### src/rtl/seg7_word_decoder.sv
// seg7_word_decoder
//   Decodes a stream of active-low 7-segment patterns (bit0=a .. bit6=g) back
//   into hex digits and packs DIGITS of them into one word. The first digit
//   received ends up in the most significant nibble.
//
// Ports
//   Clock, Resetn        rising-edge clock, asynchronous active-low reset
//   SegIn/SegValid/SegReady    pattern input handshake
//   Clear                synchronous flush of word, errors and state
//   WordOut/WordValid/WordReady  assembled word output handshake
//   DigitCount           digits collected in the current word
//   BadCode              sticky flag: an undecodable pattern was received
//   ErrCount             count of undecodable patterns, saturating at 8'hFF
//   dbg_state            current FSM state (0 = COLLECT, 1 = HOLD)
//
// Handshake: a transfer happens on a rising edge where valid and ready are
// both high. Valid, once raised, is held with stable data until that edge;
// ready may change freely and never depends on valid.

module seg7_word_decoder #(
  parameter int DIGITS = 2
) (
  input  logic                  Clock,
  input  logic                  Resetn,
  input  logic [6:0]            SegIn,
  input  logic                  SegValid,
  output logic                  SegReady,
  input  logic                  Clear,
  output logic [4*DIGITS-1:0]   WordOut,
  output logic                  WordValid,
  input  logic                  WordReady,
  output logic [3:0]            DigitCount,
  output logic                  BadCode,
  output logic [7:0]            ErrCount,
  output logic                  dbg_state
);

  localparam int         W        = 4 * DIGITS;
  localparam logic [3:0] DIGITS_C = 4'(DIGITS);

  typedef enum logic {
    COLLECT = 1'b0,
    HOLD    = 1'b1
  } state_t;

  state_t         state_q, state_d;
  logic [W-1:0]   word_q, word_d;
  logic [3:0]     count_q, count_d;
  logic           bad_q, bad_d;
  logic [7:0]     err_q, err_d;

  logic [3:0]     digit;
  logic           digit_ok;
  logic [W-1:0]   word_shift;
  logic           seg_accept;

  // Inverse of the team nibble-to-segment encoder; anything else is invalid.
  always_comb begin
    digit    = 4'h0;
    digit_ok = 1'b1;
    case (SegIn)
      7'h40:   digit = 4'h0;
      7'h79:   digit = 4'h1;
      7'h24:   digit = 4'h2;
      7'h30:   digit = 4'h3;
      7'h19:   digit = 4'h4;
      7'h12:   digit = 4'h5;
      7'h02:   digit = 4'h6;
      7'h78:   digit = 4'h7;
      7'h00:   digit = 4'h8;
      7'h18:   digit = 4'h9;
      7'h08:   digit = 4'hA;
      7'h03:   digit = 4'hB;
      7'h27:   digit = 4'hC;
      7'h21:   digit = 4'hD;
      7'h04:   digit = 4'hE;
      7'h0E:   digit = 4'hF;
      default: digit_ok = 1'b0;
    endcase
  end

  // A one-digit word has nothing to shift; the new digit is the whole word.
  if (DIGITS == 1) begin : g_one
    assign word_shift = digit;
  end else begin : g_multi
    assign word_shift = {word_q[W-5:0], digit};
  end

  // Ready is held low during reset and Clear so a pending pattern is kept.
  assign SegReady   = (state_q == COLLECT) & ~Clear & Resetn;
  assign seg_accept = SegValid & SegReady;

  always_comb begin
    state_d = state_q;
    word_d  = word_q;
    count_d = count_q;
    bad_d   = bad_q;
    err_d   = err_q;
    if (Clear) begin
      state_d = COLLECT;
      word_d  = '0;
      count_d = 4'd0;
      bad_d   = 1'b0;
      err_d   = 8'd0;
    end else begin
      case (state_q)
        COLLECT: begin
          if (seg_accept) begin
            if (digit_ok) begin
              word_d  = word_shift;
              count_d = count_q + 4'd1;
              if (count_q + 4'd1 == DIGITS_C) begin
                state_d = HOLD;
              end
            end else begin
              // Undecodable pattern: drop the partial word entirely.
              word_d  = '0;
              count_d = 4'd0;
              bad_d   = 1'b1;
              if (err_q != 8'hFF) begin
                err_d = err_q + 8'd1;
              end
            end
          end
        end
        HOLD: begin
          // WordOut keeps its value after the handshake until the next shift.
          if (WordReady) begin
            state_d = COLLECT;
            count_d = 4'd0;
          end
        end
        default: state_d = COLLECT;
      endcase
    end
  end

  always_ff @(posedge Clock or negedge Resetn) begin
    if (!Resetn) begin
      state_q <= COLLECT;
      word_q  <= '0;
      count_q <= 4'd0;
      bad_q   <= 1'b0;
      err_q   <= 8'd0;
    end else begin
      state_q <= state_d;
      word_q  <= word_d;
      count_q <= count_d;
      bad_q   <= bad_d;
      err_q   <= err_d;
    end
  end

  assign WordOut    = word_q;
  assign WordValid  = (state_q == HOLD);
  assign DigitCount = count_q;
  assign BadCode    = bad_q;
  assign ErrCount   = err_q;
  assign dbg_state  = state_q;

endmodule

### config.mk
export PLATFORM = sky130hd
export DESIGN_NAME = seg7_word_decoder
export DESIGN_NICKNAME = d
export VERILOG_FILES = /design/src/rtl/seg7_word_decoder.sv
export SDC_FILE = /design/constraint.sdc
export NUM_CORES = 1
export LEC_CHECK = 0
export BUFFER_PORTS_ARGS = -buffer_cell sky130_fd_sc_hd__buf_4
export CORE_ASPECT_RATIO = 0.8
export CORE_MARGIN = 3
export CORE_UTILIZATION = 40
export DETAILED_ROUTE_END_ITERATION = 7
export PLACE_DENSITY = 0.63
export SLEW_MARGIN = 25
export SYNTH_ARGS = -nofsm -noshare
export SYNTH_HDL_FRONTEND = slang
export SYNTH_SLANG_ARGS = --single-unit
export TNS_END_PERCENT = 20
### constraint.sdc
create_clock -name Clock -period 2 [get_ports Clock]
set_input_delay 0.3 -clock Clock [delete_from_list [all_inputs] [get_ports Clock]]
set_output_delay 0.3 -clock Clock [all_outputs]
set_load 0.01 [all_outputs]
# Word level (Yosys, flattened, before mapping)

Cells that the tools add are included.

Latch bits: 0
Output and inout port bits: 24
Bits of input ports: 12
RAM bits: 0
Word-level logic and storage cells: 67
ROM bits: 0
Flip-flop bits (word level): 22
Memories: 0

Equal/unequal tests: 21
$add $sub $neg: 2
Magnitude comparators: 0
Multiply operators: 0
Shift operators: 0
Div/mod/pow operators: 0
Bitwise logic cells: 5
Multiplexer cells: 26
Reductions and logical operators: 8

Operators by type and width:

| kind                                                            | count |
|---|---|
| 8-bit 2-to-1 mux                                                | 9 |
| 4-bit case mux with 15 select lines                             | 1 |
| 7-bit by 6-bit == test with 1-bit output, second input constant | 4 |
| 7-bit by 5-bit == test with 1-bit output, second input constant | 3 |
| 7-bit == test, second input constant                            | 3 |
| 4-bit 2-to-1 mux                                                | 4 |
| 16-bit OR reduction                                             | 1 |
| 7-bit by 2-bit == test with 1-bit output, second input constant | 2 |
| 7-bit by 4-bit == test with 1-bit output, second input constant | 2 |
| 1-bit 2-to-1 mux                                                | 10 |
| 8-bit by 1-bit adder with 8-bit output, second input constant   | 1 |
| 8-bit inequality test, second input constant                    | 1 |
| 4-bit case mux with 2 select lines                              | 1 |
| 7-bit by 3-bit == test with 1-bit output, second input constant | 1 |
| 7-bit logical NOT                                               | 1 |
| 3-bit inequality test, second input constant                    | 2 |
| 4-bit by 1-bit adder with 4-bit output, second input constant   | 1 |
| 4-bit by 2-bit == test with 1-bit output, second input constant | 1 |
| 2-bit inequality test, second input constant                    | 2 |
| 2-bit AND reduction                                             | 2 |
| 4-bit AND reduction                                             | 1 |
| 2-bit nonzero test                                              | 2 |
| 1-bit bitwise AND                                               | 3 |
| 3-bit AND reduction                                             | 1 |
| other kinds (2)                                                 | 3 |

# Longest topological paths before layout

Gate-level depths: netlist (run 1).

Depth after elaboration: 7
Mapped depth: 9
Depth with buffers taken out: 6

# Worst setup path after synthesis (run 1)

Ideal clock, no wire load.

Path type: reg2reg
Start point: register state_q, in the netlist WordValid
End point: register err_q[5], in the netlist ErrCount[5]
Path buffers: 0
Arrival time: 1.952 ns
Path slack: -0.030 ns
Cell stages (with the launch flop): 7
Library setup time: 0.078 ns
Data required time: 1.922 ns
Period minus slack after synthesis: 2.030 ns
Cells stage by stage: dfrtp_1 -> nor3b_2 -> nand2_1 -> a41oi_1 -> nand3_4 -> or4_1 -> a21oi_1

Longest elaborated chain between the ends: 6
Elaborated cells on any way between the ends: 7
Those cells by class: eq/ne: 1; bitwise: 4; reduce/logical: 2

RTL lines:

| what                                 | line | RTL |
|---|---|---|
| from (decl)                          | 46   | `state_t state_q, state_d;` |
| from (signal assigned)               | 146  | `state_q <= state_d;` |
| 1-bit inverter                       | n/a  |  |
| 1-bit bitwise AND (2 in a row)       | 90   | `assign SegReady = (state_q == COLLECT) & ~Clear & Resetn;` |
| via SegReady                         | 27   | `output logic SegReady,` |
| 1-bit bitwise AND                    | 91   | `assign seg_accept = SegValid & SegReady;` |
| 2-bit nonzero test (no source line)  | n/a  |  |
| 4-bit AND reduction (no source line) | n/a  |  |
| to (signal assigned)                 | 150  | `err_q <= err_d;` |
| to (decl)                            | 50   | `logic [7:0] err_q, err_d;` |

The timed path passes the listed nets, and every way through them passes these cells.
A chain may end at the register's enable or synchronous reset.

# Worst setup path after layout (run 1)

Start point: register err_q[0], in the netlist ErrCount[0]
End point: register err_q[5], in the netlist ErrCount[5]

Longest elaborated chain between the ends: 6
Elaborated cells on any way between the ends: 9
Those cells by class: add/sub: 1; eq/ne: 1; mux: 5; reduce/logical: 2

RTL lines:

| what                                   | line | RTL |
|---|---|---|
| 8-bit by 1-bit adder with 8-bit output | 121  | `err_d = err_q + 8'd1;` |
| 8-bit 2-to-1 mux                       | 120  | `if (err_q != 8'hFF) begin` |
| 8-bit 2-to-1 mux                       | 109  | `if (digit_ok) begin` |
| 8-bit 2-to-1 mux                       | 108  | `if (seg_accept) begin` |
| 8-bit 2-to-1 mux                       | 106  | `case (state_q)` |
| 8-bit 2-to-1 mux                       | 99   | `if (Clear) begin` |

Several ways; a longest one is shown, not always the timed one. The select of a mux whose other input is x is not followed.

==> run metrics, run 1 <==
CP max stage cell=or4_4; HP Class=in -> async; GPL Wtd Cong=0.896; number of port buffers=35; share of layout cells above drive strength 1=41.4%; Crit. End Element=register; Clock Latency Late Sink=0.26 ns; HPWL Detailed=3090 um; n_diodes=0; WS Path Type=reg -> reg; Routed wire per std cell=15.6 um; EDFF count, synth=0; IO Pins=36; vias per std cell=5.61; pin count of the biggest net entering global routing=23; Inserted Clock Buffers=3; post-route setup TNS=0 ns; Hold Buf Count CTS=0; Clock Sinks=22; Overflow after GRT=0; DP Worst Slack=-0.254 ns; Rel. slew slack=67.2%; overall global routing resource usage=18.5%; Hold Violations, Final=0; Syn Area/Cell=9.42 um2; core area=3540 um2; Primary FF master, synth=dfrtp_1; vias in the first global route=1347; Mapped Nets=177; FFs w/ async S/R, synth=100%; row count=19; worst-path cell chain=ha_1 -> and2_4 -> a41oi_2 -> nand3_4 -> or4_4 -> a21oi_2; Clock transition at path regs=0.08 ns; CTS tree=built; die extent in y=61.3 um; critical path arrival=2.09 ns; die width=75.1 um; vias=1481; antenna violations before repair=0; number of setup violations in the final report=0; WP data required=2.19 ns; area of the multi-input gates=908 um2; RSZ-0062 raised after global routing=false; Worst Setup Slack, final=0.105 ns; status=completed; fin crit period=1.90 ns; Power Density=436 nW/um2; Syn. warnings=0; Pleak=0.000974 uW; max_cap viols=0; CP peak stage delay=0.54 ns; Initial Utilization=43.1%; initial drt markers=85; Final Net Count=239; Worst Path Max Fanout=7; Util after Layout=59.0%; Seq. cell area=551 um2; first-pass GRT wire length=6450 um; Max Freq=0.528 GHz; synthesized cell area=1530 um2; clk buf depth=2; Peak VDD IR=0.000306 V; Clock Skews=0.00166 ns; number of remaining DRC errors=0; unique cell type count in the Yosys netlist=49; Worst setup SP type=register; Max Transition Viols Final=0; synthesis-to-layout area growth=36.9%; die footprint=4600 um2; Antenna Nets Post-Route=0; drt pass-1 iters=4; Post-Route WL=4110 um; clk root buf=clkbuf_8; FILL cells=328; slew at the pin closest to its max-slew limit=0.488 ns; #FFs+latches synth=22; register area share after synthesis=36.1%; H-tree levels=1; crit share post-route=94.8%; Synth Instances=162
layout by cell type (no fill, tap or decap), types with 4 or more instances in the layout:
cell type	synthesis	final
buf_4	2	69
dfrtp_1	22	22
o21ai_0	11	11
nor2_1	9	9
nand2_1	9	8
nand3_1	8	8
nand3b_1	7	7
a21oi_1	9	7
a22o_1	6	6
inv_1	5	5
xor2_1	4	4
or3_1	4	4
power breakdown:
| part | leakage [uW] | internal [uW] | switching (uW) |
|---|---|---|---|
| logic | 0.000646 | 89.8 | 97.8 |
| registers | 0.000306 | 449 | 4.02 |
| clock network | 0.0000216 | 134 | 136 |
| total | 0.000974 | 673 | 238 |
cells by family after synthesis:
family | after synthesis | synth area share (%)
AO/OA/AOI/OAI | 40 | 19.3
XOR/XNOR | 7 | 4.02
adder cells (fa/ha/maj) | 3 | 2.46
buffers and inverters | 17 | 6.64
flip-flops | 22 | 36.1
multiplexers | 2 | 1.39
AND/OR/NAND/NOR | 71 | 30.2
sequential cells by signal (all words and copies together) (netlist names):
name and count:
BadCode 1, DigitCount 4, ErrCount 8, WordOut 8
WordValid 1
timing repair:
action                     CTS  global route
resized for setup            0             6
setup endpoints to repair    2            10
setup buffers                1             1
pin swaps                    1             3
per-stage QoR:
step / cell area [um2] / power [uW] / instances / hold WS, ns
after floorplan: 1550 / 557 / 162 / 0.00441
after global placement: 2010 / 640 / 259 / 0.301
after detailed placement: 2010 / 643 / 259 / 0.311
after CTS: 2060 / 920 / 263 / 0.0250
after global routing: 2090 / 953 / 264 / 0.0409
final: 2090 / 911 / 264 / 0.0262
layer usage:
metal | global-route usage (%) | share of wire (%) | up-vias
met5 | 0 | 0 | -
met1 | 27.1 | 50 | 721
met3 | 3.59 | 4.5 | 4
li1 | - | - | 721
met2 | 28.3 | 44 | 35
met4 | 3.81 | 0.93 | 0
critical path, delay by kind of cell, from the launching register on:
family / cells / cell delay (ns)
compound gates: 2 / 0.34
fa+ha+maj: 1 / 0.23
flops: 1 / 0.40
simple gates: 3 / 0.85
synth_stat cells (2+ instances only):
cell type | instances | area, um2
a211oi_1 | 3 | 22.5
a31oi_1 | 2 | 12.5
buf_6 | 3 | 33.8
o31ai_1 | 2 | 15.0
nor4b_1 | 2 | 17.5
nor3b_1 | 3 | 22.5
and2_1 | 2 | 12.5
buf_4 | 2 | 15.0
o21ai_0 | 11 | 55.1
xnor2_1 | 3 | 26.3
or3_2 | 3 | 22.5
nor2_1 | 9 | 33.8
dfrtp_1 | 22 | 551
nor4_1 | 4 | 25.0
and3_1 | 3 | 18.8
nor3_1 | 3 | 15.0
nand3_1 | 8 | 40.0
xor2_1 | 4 | 35.0
nand2_1 | 9 | 33.8
a21oi_1 | 9 | 45.0
ha_1 | 3 | 37.5
nand3b_1 | 7 | 52.6
inv_1 | 5 | 18.8
a22o_1 | 6 | 52.6
or3_1 | 4 | 25.0
nand4_1 | 2 | 12.5
buf_2 | 6 | 30.0
worst paths after layout:
kind / startpoint / to / slack (ns) / cells after the start
worst min-delay path: Resetn / WordOut[6] / 0.03 / 2
worst max register to register: ErrCount[0] / ErrCount[5] / 0.10 / 6
min in group Clock: WordReady / WordValid / 0.34 / 3
worst min register to register: WordOut[6] / WordOut[6] / 0.51 / 1
max in group asynchronous: Resetn / ErrCount[0] / 1.75 / 2
worst max-delay path: ErrCount[0] / ErrCount[5] / 0.10 / 6
cell type report:
class | instances | area share [%]
Multi-Input combinational cell | 123 | 43.5
Tap cell | 42 | 2.51
Clock buffer | 3 | 1.98
Sequential cell | 22 | 26.3
Timing Repair Buffer | 69 | 24.8
Inverter | 5 | 0.898
Note: power is estimated with default switching activity, not from simulation.
==> inputs of run 2 (changes only) <==
--- a/config.mk
+++ b/config.mk
@@ -9,8 +9,10 @@
 export CORE_ASPECT_RATIO = 0.8
 export CORE_MARGIN = 3
 export CORE_UTILIZATION = 40
+export CTS_CLUSTER_SIZE = 25
 export DETAILED_ROUTE_END_ITERATION = 7
 export PLACE_DENSITY = 0.63
+export SETUP_SLACK_MARGIN = 0.5
 export SLEW_MARGIN = 25
 export SYNTH_ARGS = -nofsm -noshare
 export SYNTH_HDL_FRONTEND = slang
==> run 2 against run 1 <==
Combinational power increased by 5%. Wire length shrank 2.7%. Clock power grew 17%. Final area is 3.9% higher. Via count up 0.20%. Largest cell class unchanged. Largest power group unchanged. Worst setup slack gained 0.10 ns. Clock-buffer cell count up 1. First-iteration DRC count up 22%.
==> run metrics, run 2 (synthesis results as in run 1) <==
drt pass-1 iters=4; Clock Skews=0.00135 ns; status=completed; Hold Violations, Final=0; slew at the pin closest to its max-slew limit=0.596 ns; Pleak=0.000982 uW; Util after Layout=61.3%; fin cells=262; vias=1484; row count=19; max_cap viols=0; critical path arrival=1.99 ns; Routed wire per std cell=15.3 um; GPL Wtd Cong=0.793; Routed met3 length=155 um; Overflow after GRT=0; r2r startpoint=WordValid; CP peak stage delay=0.49 ns; uppermost layer routed=met4; initial drt markers=104; Crit. End Element=register; RR Endpoint=ErrCount[5]; Antenna Nets Post-Route=0; CP delay by family, top=simple AND/OR/NAND/NOR gates; Met2 Routed Length=1860 um; HP Class=in -> async; reg2reg setup slack=0.20 ns; fin crit period=1.80 ns; WS Path Type=reg -> reg; CP max stage cell=or4_1; antenna violations before repair=0; H-tree levels=1; Max Transition Viols Final=0; number of remaining DRC errors=0; post-route setup TNS=0 ns; commonest non-fill, non-tap cell in the layout=buf_4; Setup crit start=WordValid; Initial Utilization=43.1%; synthesis-to-layout area growth=42.2%; share of layout cells above drive strength 1=41.8%; Reg2Reg Depth=6; Worst Path Max Fanout=8; Peak VDD IR=0.000360 V; die footprint=4600 um2; number of setup violations in the final report=0; Worst setup SP type=register; CTS tree=built; Post-Route WL=4000 um; DP Worst Slack=-0.148 ns; Final Net Count=236; Buf/Inv on CP=0; die extent in y=61.3 um; Inserted Clock Buffers=3; RSZ-0062 raised after global routing=true; clk buf depth=2; IO Pins=36; first-pass GRT wire length=6520 um; Worst Setup Slack, final=0.204 ns; worst-path cell chain=nor3b_4 -> nand2_2 -> a41oi_4 -> nand3_4 -> or4_1 -> a21oi_1; Clock transition at path regs=0.08 ns; DRT met1 WL=1950 um; pin count of the biggest net entering global routing=23; Clock Sinks=22; DP Cell Count=252; number of port buffers=35; clk root buf=clkbuf_8; Hold Buf Count CTS=0; WP data required=2.19 ns; Power Density=446 nW/um2; Rel. slew slack=60.0%; Clock Latency Late Sink=0.26 ns; crit share post-route=89.8%; Max Freq=0.557 GHz; most frequent cells in the layout=buf_4 (58), dfrtp_1 (21), nor2_1 (9), o21ai_0 (9); overall global routing resource usage=18.5%; vias in the first global route=1351; HPWL Detailed=2920 um; vias per std cell=5.66; n_diodes=0; die width=75.1 um; core area=3540 um2
run 2: changes by cell type in the layout (fill, tap and decap cells not counted), moves of 2 or more:
cell	change
o21ai_0	-2
buf_6	+7
buf_4	-11
o21ai_1	+2
nor3b_4	+2
run 2: worst max path at each step:
stage	to	cells past startpoint
3_3_place_gp	ErrCount[5]	7
2_1_floorplan	ErrCount[5]	7
4_1_cts	ErrCount[5]	6
5_1_grt	ErrCount[6]	7
3_5_place_dp	ErrCount[5]	7
6_report	ErrCount[5]	6
run 2: power by group:
part           switching (uW)  internal (uW)  leakage, uW
clock network             143            176    0.0000288
registers                3.82            449     0.000305
logic                     101           95.5     0.000649
run 2: area by class of cell:
type / instances / area (um2)
sequential: 22 / 552
timing repair buffer: 66 / 534
fill: 309 / 1370
multi-input combinational: 123 / 958
clock buffer: 4 / 55.1
inverter: 5 / 18.8
tap: 42 / 52.6
run 2: what timing repair did:
action,CTS,global route
setup endpoints to repair,19,21
buffers inserted,5,1
resized for setup,11,11
pin swaps,9,5
run 2: stage by stage:
step                area, um2  total power, uW  hold WS, ns
floorplan                1560              558      0.00441
global placement         1970              630        0.297
detailed placement       1970              634        0.306
CTS                      2110              967       0.0208
global route             2170             1010       0.0296
finish                   2170              968       0.0167
run 2: metal layers:
| metal | vias to the layer above | global-route usage, % |
|---|---|---|
| met3 | 4 | 3.43 |
| li1 | 720 | - |
| met1 | 729 | 27.6 |
| met2 | 31 | 27.9 |
| met5 | - | 0 |
| met4 | 0 | 3.81 |
run 2: worst register-to-register path, cell delays in order (launching register included):
cell     delay, ns
dfrtp_2       0.43
nor3b_4       0.22
nand2_2       0.11
a41oi_4       0.20
nand3_4       0.13
or4_1         0.49
a21oi_1       0.14
==> inputs of run 3 (changes only) <==
==> constraint.sdc (replaced) <==
create_clock -name Clock -period 2 [get_ports Clock]
set_input_delay 0.2 -clock Clock [delete_from_list [all_inputs] [get_ports Clock]]
set_output_delay 0.2 -clock Clock [all_outputs]
set_load 0.01 [all_outputs]
==> run 3 against run 2 <==
Worst hold slack better by 0.20 ns. Worst setup slack worse by 0.0025 ns. Fmax is 0.14% lower. Critical path depth stayed put. Flip-flop and latch count stayed put. Sequential share of layout area is 0.66 points higher. First-iteration DRC count is 15% higher. Clock power is 10% lower. Clock-buffer cell count stayed put. Combinational power is 5% lower. Global-route usage is 0.38 points lower. Highest routed layer unchanged.
==> run metrics, run 3 (synthesis results as in run 1) <==
critical path arrival=1.99 ns; Routed wire per std cell=15.6 um; first-pass GRT wire length=6470 um; vias in the first global route=1366; Power Density=437 nW/um2; Worst Hold End=WordValid; Clock Latency Late Sink=0.26 ns; Hold Violations, Final=0; Final Net Count=239; hold slack=0.218 ns; antenna violations before repair=0; share of layout cells above drive strength 1=42.2%; WHS Path Cells=3; die footprint=4600 um2; initial drt markers=120; max_cap viols=0; n_diodes=0; hold_sp=WordReady; CP max stage cell=or4_4; core area=3540 um2; reg2reg setup slack=0.20 ns; drt pass-1 iters=4; pin count of the biggest net entering global routing=23; overall power=924 uW; Max Freq=0.556 GHz; RR Endpoint=ErrCount[5]; Overflow after GRT=0; Initial Utilization=43.1%; row count=19; Max Transition Viols Final=0; Pleak=0.000972 uW; Buf/Inv on CP=0; Inserted Clock Buffers=3; Post-Route WL=4140 um; H-tree levels=1; status=completed; synthesis-to-layout area growth=38.6%; clk root buf=clkbuf_8; Rel. slew slack=62.6%; number of port buffers=35; Clock transition at path regs=0.08 ns; slew at the pin closest to its max-slew limit=0.557 ns; crit share post-route=89.9%; fin crit period=1.80 ns; Reg2Reg Depth=6; Peak VDD IR=0.000306 V; die width=75.1 um; clk buf depth=2; r2r startpoint=ErrCount[0]; WS Path Type=reg -> reg; number of setup violations in the final report=0; RSZ-0062 raised after global routing=true; number of remaining DRC errors=0; IO Pins=36; Clock Sinks=22; Antenna Nets Post-Route=0; Worst Path Max Fanout=6; CP delay by family, top=simple AND/OR/NAND/NOR gates; post-route setup TNS=0 ns; vias=1520; worst-path cell chain=ha_2 -> and2_4 -> a41oi_2 -> nand3_4 -> or4_4 -> a21oi_2; DP Worst Slack=-0.0785 ns; Crit. End Element=register; vias per std cell=5.74; GPL Wtd Cong=0.833; commonest non-fill, non-tap cell in the layout=buf_4; Worst setup SP type=register; Worst Setup Slack, final=0.202 ns; CP peak stage delay=0.50 ns; Clock Skews=0.00158 ns; HPWL Detailed=3110 um; most frequent cells in the layout=buf_4 (68), dfrtp_1 (21), nor2_1 (9), o21ai_0 (9); HP Class=in -> reg; die extent in y=61.3 um; CTS tree=built; overall global routing resource usage=18.1%; WP data required=2.19 ns
run 3: worst max path at each step:
stage                      startpoint           to  slack [ns]  cells after the start
after floorplan              SegIn[4]  ErrCount[5]        0.10                      7
after global placement       SegIn[5]  ErrCount[5]       -0.01                      7
after detailed placement     SegIn[5]  ErrCount[5]       -0.08                      7
after CTS                   WordValid  ErrCount[5]        0.21                      6
after global routing      ErrCount[0]  ErrCount[5]        0.14                      6
final                     ErrCount[0]  ErrCount[5]        0.20                      6
run 3: worst min-delay path: cells and delay by family:
family / cells / cell delay, ns
AOI/OAI and AO/OA: 1 / 0.07
buffers and inverters: 1 / 0.08
and+or+nand+nor: 1 / 0.09
run 3: final cells by class:
| class | instances | area (um2) |
|---|---|---|
| Clock buffer | 4 | 45.0 |
| Fill cell | 307 | 1430 |
| Inverter | 5 | 18.8 |
| Multi-Input combinational cell | 123 | 927 |
| Sequential cell | 22 | 552 |
| Tap cell | 42 | 52.6 |
| Timing Repair Buffer | 69 | 520 |
run 3: power breakdown:
group / internal [uW] / switching, uW / total, uW
combinational: 87.8 / 98.8 / 187
sequential: 449 / 3.79 / 452
clock: 142 / 143 / 285
run 3: repair_timing:
action	CTS	global route
pin swaps	6	5
gates resized for setup	2	7
hold buffers	1	0
setup endpoints to repair	18	19
hold endpoints to repair	22	0
setup buffers	5	2
run 3: per-layer routing:
metal | share of wire (%) | track usage [%] | up-vias | routed length (um)
li1 | - | - | 728 | -
met1 | 48 | 27.9 | 730 | 1980
met2 | 45 | 26.6 | 60 | 1850
met3 | 7.2 | 3.75 | 2 | 298
met4 | 0.24 | 2.54 | 0 | 10
met5 | 0 | 0 | - | 0
run 3: per-stage QoR:
| step | util [%] | area, um2 | std cells |
|---|---|---|---|
| floorplan | - | 1570 | 162 |
| global placement | 55.9 | 1980 | 253 |
| detailed placement | 55.9 | 1980 | 253 |
| CTS | 58.7 | 2080 | 263 |
| global route | 59.7 | 2120 | 265 |
| finish | 59.7 | 2120 | 265 |
